--- src/rtl/hs32_pkg.sv ---
// Shared types and helpers for the HS32 decode stage: instruction/packet layouts,
// FIFO state encoding, immediate sign extension and the defined-opcode map.
package hs32_pkg;

  typedef struct packed {
    logic [5:0]  opcode;
    logic [3:0]  rd;
    logic [3:0]  rm;
    logic [3:0]  rn;
    logic [4:0]  sh;
    logic [1:0]  dir;
    logic [15:0] imm;
  } hs32_instr;

  typedef struct packed {
    logic [4:0]  opc;
    logic [3:0]  rd;
    logic [3:0]  rm;
    logic [31:0] d2;
    logic [4:0]  shl;
    logic [4:0]  shr;
    logic        sext;
    logic        maskl;
    logic        maskr;
  } hs32_s1pkt;

  typedef struct packed {
    logic      ud;
    hs32_s1pkt pkt;
  } hs32_s1ent;

  typedef enum logic [1:0] {
    ST_EMPTY = 2'd0,
    ST_ONE   = 2'd1,
    ST_FULL  = 2'd2
  } hs32_fifo_st_e;

  function automatic logic [31:0] sext32(input logic [15:0] v);
    return {{16{v[15]}}, v};
  endfunction

  // Returns 1 for opcodes outside the defined instruction map.
  function automatic logic hs32_ud(input logic [5:0] op);
    logic ud;
    casez (op)
      6'b0?_10??: ud = 1'b0;
      6'b00_000?: ud = 1'b0;
      6'b1?_0???: ud = 1'b0;
      6'b1?_1010: ud = 1'b0;
      6'b1?_1100: ud = 1'b0;
      6'b01_0000: ud = 1'b0;
      default:    ud = 1'b1;
    endcase
    return ud;
  endfunction

endpackage

--- src/rtl/hs32_skid2.sv ---
// Two-entry in-order packet buffer (EMPTY/ONE/FULL) with registered head output.
// flush_i empties the buffer and wins over any push or pop in the same cycle.
module hs32_skid2
  import hs32_pkg::*;
#(
  parameter type T = logic [0:0]
) (
  input  logic clk,
  input  logic reset,
  input  logic flush_i,
  input  logic push_i,
  input  T     din_i,
  input  logic pop_i,
  output logic full_o,
  output logic valid_o,
  output T     dout_o
);

  hs32_fifo_st_e state_q, state_d;
  T head_q, head_d;
  T tail_q, tail_d;

  always_ff @(posedge clk or posedge reset) begin
    if (reset) begin
      state_q <= ST_EMPTY;
      head_q  <= '0;
      tail_q  <= '0;
    end else begin
      state_q <= state_d;
      head_q  <= head_d;
      tail_q  <= tail_d;
    end
  end

  always_comb begin
    state_d = state_q;
    if (flush_i) begin
      state_d = ST_EMPTY;
    end else begin
      case (state_q)
        ST_EMPTY: if (push_i) state_d = ST_ONE; else state_d = ST_EMPTY;
        ST_ONE: begin
          if (push_i && !pop_i)      state_d = ST_FULL;
          else if (pop_i && !push_i) state_d = ST_EMPTY;
          else                       state_d = ST_ONE;
        end
        ST_FULL:  if (pop_i) state_d = ST_ONE; else state_d = ST_FULL;
        default:  state_d = ST_EMPTY;
      endcase
    end
  end

  // Head always holds the oldest packet; simultaneous push/pop in ONE replaces it.
  always_comb begin
    head_d = head_q;
    tail_d = tail_q;
    case (state_q)
      ST_EMPTY: if (push_i) head_d = din_i; else head_d = head_q;
      ST_ONE: begin
        if (push_i && pop_i) head_d = din_i;
        else if (push_i)     tail_d = din_i;
        else                 head_d = head_q;
      end
      ST_FULL:  if (pop_i) head_d = tail_q; else head_d = head_q;
      default:  head_d = head_q;
    endcase
  end

  always_comb begin
    valid_o = 1'b0;
    full_o  = 1'b0;
    case (state_q)
      ST_ONE:  valid_o = 1'b1;
      ST_FULL: begin
        valid_o = 1'b1;
        full_o  = 1'b1;
      end
      default: valid_o = 1'b0;
    endcase
    dout_o = head_q;
  end

endmodule

--- src/rtl/hs32_decode_stage.sv ---
// HS32 decode stage: combinational decode + hazard detection feeding a 2-entry buffer.
// Define HS32_DECODE_FWD_EN to add fwd_i/fwdv_i and resolve hazards by forwarding.
module hs32_decode_stage
  import hs32_pkg::*;
#(
  parameter int NSTG = 2
) (
  input  logic                   clk,
  input  logic                   reset,
  input  logic                   valid_i,
  output logic                   ready_o,
  input  hs32_instr              data_i,
  output logic [3:0]             rp_addr_o,
  input  logic [31:0]            rp_data_i,
  input  logic [4*NSTG-1:0]      rd_i,
  input  logic [NSTG-1:0]        stl_i,
`ifdef HS32_DECODE_FWD_EN
  input  logic [32*NSTG-1:0]     fwd_i,
  input  logic [NSTG-1:0]        fwdv_i,
`endif
  input  logic                   flush_i,
  output logic                   valid_o,
  input  logic                   ready_i,
  output hs32_s1pkt              data_o,
  output logic                   ud_o
);

  logic        hazard_s;
  logic        fwd_hit_s;
  logic [31:0] fwd_data_s;
  logic        full_s;
  logic        push_s;
  logic        pop_s;
  hs32_s1pkt   pkt_s;
  hs32_s1ent   ent_in_s;
  hs32_s1ent   ent_out_s;

  // Descending scan so the lowest matching stage supplies the forwarded value.
  always_comb begin
    hazard_s   = 1'b0;
    fwd_hit_s  = 1'b0;
    fwd_data_s = 32'h0;
    for (int k = NSTG - 1; k >= 0; k--) begin
      if (data_i.opcode[4] && (rd_i[4*k +: 4] == data_i.rn) && stl_i[k]) begin
`ifdef HS32_DECODE_FWD_EN
        if (fwdv_i[k]) begin
          fwd_hit_s  = 1'b1;
          fwd_data_s = fwd_i[32*k +: 32];
        end else begin
          hazard_s = 1'b1;
        end
`else
        hazard_s = 1'b1;
`endif
      end else begin
        hazard_s = hazard_s;
      end
    end
  end

  always_comb begin
    pkt_s       = '0;
    pkt_s.opc   = {data_i.opcode[5], data_i.opcode[3:0]};
    pkt_s.rd    = data_i.rd;
    pkt_s.rm    = data_i.rm;
    if (data_i.opcode[4]) begin
      pkt_s.d2 = fwd_hit_s ? fwd_data_s : rp_data_i;
    end else begin
      pkt_s.d2 = sext32(data_i.imm);
    end
    pkt_s.shl   = data_i.sh;
    pkt_s.shr   = (data_i.dir == 2'b11) ? (5'd0 - data_i.sh) : data_i.sh;
    pkt_s.sext  = (data_i.dir == 2'b10);
    pkt_s.maskl = !(data_i.dir == 2'b11);
    pkt_s.maskr = |data_i.dir;
    ent_in_s     = '0;
    ent_in_s.ud  = hs32_ud(data_i.opcode);
    ent_in_s.pkt = pkt_s;
  end

  assign rp_addr_o = data_i.rn;
  assign ready_o   = !full_s && !hazard_s && !flush_i;
  assign push_s    = valid_i && ready_o;
  assign pop_s     = valid_o && ready_i;
  assign data_o    = ent_out_s.pkt;
  assign ud_o      = ent_out_s.ud;

  hs32_skid2 #(.T(hs32_s1ent)) u_skid (
    .clk     (clk),
    .reset   (reset),
    .flush_i (flush_i),
    .push_i  (push_s),
    .din_i   (ent_in_s),
    .pop_i   (pop_s),
    .full_o  (full_s),
    .valid_o (valid_o),
    .dout_o  (ent_out_s)
  );

endmodule

--- config.mk ---
export PLATFORM = sky130hd
export DESIGN_NAME = hs32_decode_stage
export DESIGN_NICKNAME = d
export VERILOG_FILES = /design/src/rtl/hs32_pkg.sv /design/src/rtl/hs32_skid2.sv /design/src/rtl/hs32_decode_stage.sv
export SDC_FILE = /design/constraint.sdc
export NUM_CORES = 1
export LEC_CHECK = 0
export CORE_UTILIZATION = 35
export CTS_CLUSTER_SIZE = 10
export DETAILED_ROUTE_END_ITERATION = 8
export PLACE_DENSITY = 0.72
export SYNTH_ARGS = -nofsm -noshare
export SYNTH_HDL_FRONTEND = slang
export SYNTH_SLANG_ARGS = --single-unit
--- constraint.sdc ---
create_clock -name clk -period 3.9 [get_ports clk]
set_input_delay 0.78 -clock clk [delete_from_list [all_inputs] [get_ports clk]]
set_output_delay 0.78 -clock clk [all_outputs]
set_load 0.1 [all_outputs]
# Yosys cells after proc, flatten, opt, wreduce, memory -nomap -nowiden
# Cells that the tools add are included.
# word_totals
out_inout_bits	65
reg_bits	120
# classes
n_addsub	1
reduce_logical	25
n_eq_ne	14
n_mux	17
bitwise	1
# op_table
operator	count
$mux W59	3
$pmux W59 S3	1
$mux W32	1
$logic_and A1 B1 Y1	11
$eq A5 B5 Y1 const B	2
$eq A2 B2 Y1 const B	4
$eq A4 B4 Y1	2
$mux W1	7
$eq A6 B5 Y1 const B	1
$logic_not A1 Y1	6
$mux W2	3
$ne A2 B1 Y1 const B	3
$pmux W2 S3	1
$reduce_or A6 Y1	1
$logic_not A5 Y1	1
$mux W5	1
$sub A1 B5 Y5 const A	1
$reduce_and A4 Y1	1
$reduce_or A2 Y1	2
$eq A3 B2 Y1 const B	1
$reduce_and A3 Y1	1
$reduce_bool A3 Y1	1
$eq A2 B1 Y1 const B	1
$logic_not A2 Y1	1
$not A1 Y1	1

# Logic depth before layout (Yosys ltp)
# depth
depth_word	15
depth_mapped	11

# By module
# A second synthesis with hierarchy kept.
# hier_totals
cells_unflattened	433
area_unflattened_um2	5885.6
# by_module_without_submodules
mod	area_per_inst_um2	cells_each	n_inst
hs32_skid2	5245.0	334	1
hs32_decode_stage	640.6	99	1

# Worst setup path before layout
# No wires, ideal clock.
# synth_path
path_kind	register -> register
startpoint	register u_skid.state_q[0]
endpoint	register u_skid.tail_q[45] in the netlist's numbering
arrival_ps	2694
setup_time_ps	125
path_slack_ps	1082
stages_incl_launch_ff	9
cell_sequence	dfrtp_1 > inv_1 > ha_1 > nand2_1 > ha_1 > nand2_1 > clkbuf_1 > buf_1 > mux2_2
# synth_lines
item	line_no	rtl
start, declared	hs32_skid2.sv:19	hs32_fifo_st_e state_q, state_d;
start signal, assigned	hs32_skid2.sv:29	state_q <= state_d;
$eq A2 B1 Y1 or $eq A2 B2 Y1 (tied branches)	hs32_skid2.sv:72	case (state_q)
$reduce_or A2 Y1 (no source line) *	n/a	
$mux W1 *	hs32_skid2.sv:72	
via valid_o	hs32_decode_stage.sv:22	output logic valid_o,
$logic_and A1 B1 Y1 *	hs32_decode_stage.sv:84	assign pop_s = valid_o && ready_i;
$logic_and A1 B1 Y1 *	hs32_skid2.sv:60	if (push_i && pop_i) head_d = din_i;
$not A1 Y1 (no source line) *	n/a	
$reduce_and A3 Y1 (no source line) *	n/a	
end signal, assigned	hs32_skid2.sv:31	tail_q <= tail_d;
end, declared	hs32_skid2.sv:21	T tail_q, tail_d;
# The timed path passes the listed nets; every way through them passes the cells marked *.
# A chain may end at the register's enable or synchronous reset.

# Worst setup path after layout
# layout_path
startpoint	input port data_i[23] in the netlist's numbering
endpoint	register u_skid.head_q (netlist bit u_skid.dout_o[48])
# layout_between
elab_chain_cells	12
# layout_lines
item	line_no	rtl
start, declared	hs32_decode_stage.sv:12	input hs32_instr data_i,
$eq A4 B4 Y1	hs32_decode_stage.sv:44	if (data_i.opcode[4] && (rd_i[4*k +: 4] == data_i.rn) && stl_i[k]) begin
$logic_and A1 B1 Y1 (2 in series)	hs32_decode_stage.sv:44	
$mux W1	hs32_decode_stage.sv:44	
$mux W1 *	hs32_decode_stage.sv:44	
$logic_not A1 Y1 *	hs32_decode_stage.sv:82	assign ready_o = !full_s && !hazard_s && !flush_i;
$logic_and A1 B1 Y1 * (2 in series)	hs32_decode_stage.sv:82	
$logic_and A1 B1 Y1 *	hs32_decode_stage.sv:83	assign push_s = valid_i && ready_o;
$logic_and A1 B1 Y1	hs32_skid2.sv:60	
$ne A2 B1 Y1 (no source line)	n/a	
$reduce_and A4 Y1 (no source line) *	n/a	
end signal, assigned	hs32_skid2.sv:26	head_q <= '0;
end signal, assigned	hs32_skid2.sv:30	head_q <= head_d;
end, declared	hs32_skid2.sv:20	T head_q, head_d;
# Every way passes the cells marked *; elsewhere a longest branch is shown, timed or not.

==> summary.txt <==
Logic synthesis
  – Cell variety after synth: 29
  – #FFs+latches synth: 118
  – Syn_nets: 603
  – Register area share after synthesis: 52.5%
  – Synth Cell Area: 5620 sq um
  – Ys async rst share: 100%
  – Post-synthesis cell count: 508
  – Yosys warnings: 0
  – Post-synth EDFFs: 0
  – Prevailing post-synth register cell: dfrtp_1
  – Post-synthesis average cell area: 11.1 sq um

Placed design
  – DP HPWL: 9360 um
  – Placed Instance Area: 7340 sq um
  – Number of port buffers: 152
  – Routability Congestion: 0.859

Cells and area
  – Multi-input gate area: 2470 sq um
  – Commonest non-fill, non-tap cell in the layout: clkdlybuf4s50_1
  – Sequential cell area: 2950 sq um
  – Layout area overhead: 40.9%
  – Layout Utilization: 51.4%
  – # diodes: 0
  – Layout Nets: 744
  – Fin area: 7920 sq um
  – Fillcell total: 1342
  – Commonest non-fill, non-tap cells in the layout: clkdlybuf4s50_1, dfrtp_1, nand2_1, o21ai_0, mux2_2
  – Share of cells above drive strength 1: 20.5%

Routing
  – Iter 0 DRT Violations: 237
  – Drt via density: 4.86
  – Detailed Routing Iterations Pass 1: 4
  – Via count: 4230
  – DRC viols: 0
  – Remaining antenna violation count after routing: 0
  – Drt total wl: 13300 um
  – Routed len/inst: 15.2 um

Floorplanning
  – Die Area: 16600 sq um
  – Core box area: 15400 sq um
  – Io pins: 153
  – Starting density of the core: 36.4%
  – Die width: 129 um
  – Chip Height: 129 um
  – Rows: 45

Hold path
  – Worst hold start: u_skid.tail_q[28]
  – Hold Crit Class: register to register

Run status
  – Status: complete, no violations

STA
  – Total negative slack: 0 ns
  – Fmax: 335 MHz
  – Max Slew Vio Count: 0
  – RSZ-0062 raised after global routing: no
  – Period utilization: 76.7%
  – # setup viols final: 0
  – Worst-margin pin slew: 1.04 ns
  – Final Critical Period: 2.99 ns
  – Worst slew margin: 30.7%
  – Hold Vio Cnt, Final: 0
  – Clk_skew: 0.00931 ns
  – Final hold slack: 0.475 ns

Global routing
  – Global-route wire length before repair: 21700 um
  – Overflow after GRT: 0
  – Vias in the first global route: 4421
  – Pin count of the biggest net entering global routing: 103
  – Initial antenna violation count: 0
  – Total GRT Usage: 17.1%

Clock tree
  – Worst-path clk slew: 0.05 ns
  – Post-CTS setup buffer count: 0
  – Htree depth: 4
  – CTS resizes: 0
  – CTS tree: yes
  – Clock sinks: 118
  – Clock Tree Buf Depth: 2
  – Clk root buf: clkbuf_16
  – CTS Hold Buffers Added: 0
  – Clock Latency Late Sink: 0.41 ns
  – Total CTS buffers: 17

Worst setup path
  – Arrival @ worst endpoint: 3.28 ns
  – Crit path launch type: input port
  – CP startpoint: data_i[23]
  – Kind of critical path: input port to register
  – Crit path required time: 4.19 ns
  – Crit-path max FO: 22
  – Critical Path Sink Type: register
  – R2R Path Start: u_skid.state_q[0]

Job
  – Max Cap Viol: 0

Power
  – Lkg Pwr: 3.38 nW
  – Worst vdd ir: 422 uV
  – Power Dens Cells: 735 nW/um^2
## cell usage after synthesis (all sizes together) (5+ instances only)
library cell / instances / share of area (%)
a21oi: 19 / 1.7
buf: 21 / 2.2
clkbuf: 18 / 1.2
dfrtp: 118 / 53
ha: 7 / 1.6
inv: 8 / 0.53
mux2: 90 / 19
mux2i: 16 / 2.8
nand2: 93 / 6.2
nor2: 5 / 0.33
o21ai: 84 / 7.5
xnor2: 6 / 0.93
xor2: 5 / 0.78
## path summary, 6_finish.rpt
check | end | slack (ns) | depth (start not counted)
min | u_skid.tail_q[28] | 0.48 | 2
min reg2reg | u_skid.tail_q[28] | 0.48 | 2
min in group asynchronous | u_skid.tail_q[22] | 0.95 | 2
max reg2reg | u_skid.dout_o[48] | 1.29 | 10
max | u_skid.dout_o[48] | 0.91 | 10
max in group asynchronous | u_skid.tail_q[12] | 2.26 | 3
## cell families (layout without fill, tap and decap cells)
family | Yosys count | in the layout | share of synthesized area, %
AOI/OAI and AO/OA | 110 | 110 | 10.3
xor gates and xnor gates | 11 | 11 | 1.71
adders and majority gates | 7 | 7 | 1.56
buffers and inverters | 47 | 199 | 3.96
DFF | 118 | 118 | 52.5
muxes | 106 | 106 | 22.2
and+or+nand+nor | 109 | 109 | 7.68
## worst max-delay path, cell delays in order
cell and delay [ns]:
clkdlybuf4s50_1 0.55, xor2_1 0.18, nor3_1 0.07, nand4_1 0.12, o311a_1 0.27, ha_1 0.17
nand2b_1 0.12, o2111a_4 0.41, buf_12 0.23, mux2_2 0.35
## area by class of cell
class / instances / area share (%)
clock inverter: 3 / 0.821
timing repair buffer: 161 / 20.4
tap: 211 / 3.33
sequential: 118 / 37.3
multi-input combinational: 343 / 31.2
clock buffer: 27 / 6.48
inverter: 8 / 0.426
## metrics by stage
| stage | setup slack, ns | total power (W) | cells |
|---|---|---|---|
| 2_1_floorplan | 1.08 | 0.00368 | 508 |
| 3_3_place_gp | 0.589 | 0.00427 | 841 |
| 3_5_place_dp | 0.479 | 0.00433 | 841 |
| 4_1_cts | 0.916 | 0.00588 | 871 |
| 5_1_grt | 0.774 | 0.00608 | 871 |
| 6_report | 0.911 | 0.00582 | 871 |
## registers in the layout, summed over array words and instances, names as in the netlist
register / cells
u_skid.tail_q: 58
u_skid.state_q: 2
u_skid.dout_o: 58
## metal layers
layer / track usage, % / wire length, um
met1: 20.0 / 5650
met2: 28.4 / 6390
met3: 6.53 / 1040
met4: 6.78 / 200
met5: 0 / 0
## power breakdown
group          switching, W  internal (W)  total (W)
Combinational       0.00175      0.000721    0.00247
Sequential         0.000213       0.00162    0.00183
Clock              0.000501       0.00102    0.00152
Total               0.00247       0.00336    0.00582
Power figures use the tool's default switching activity.
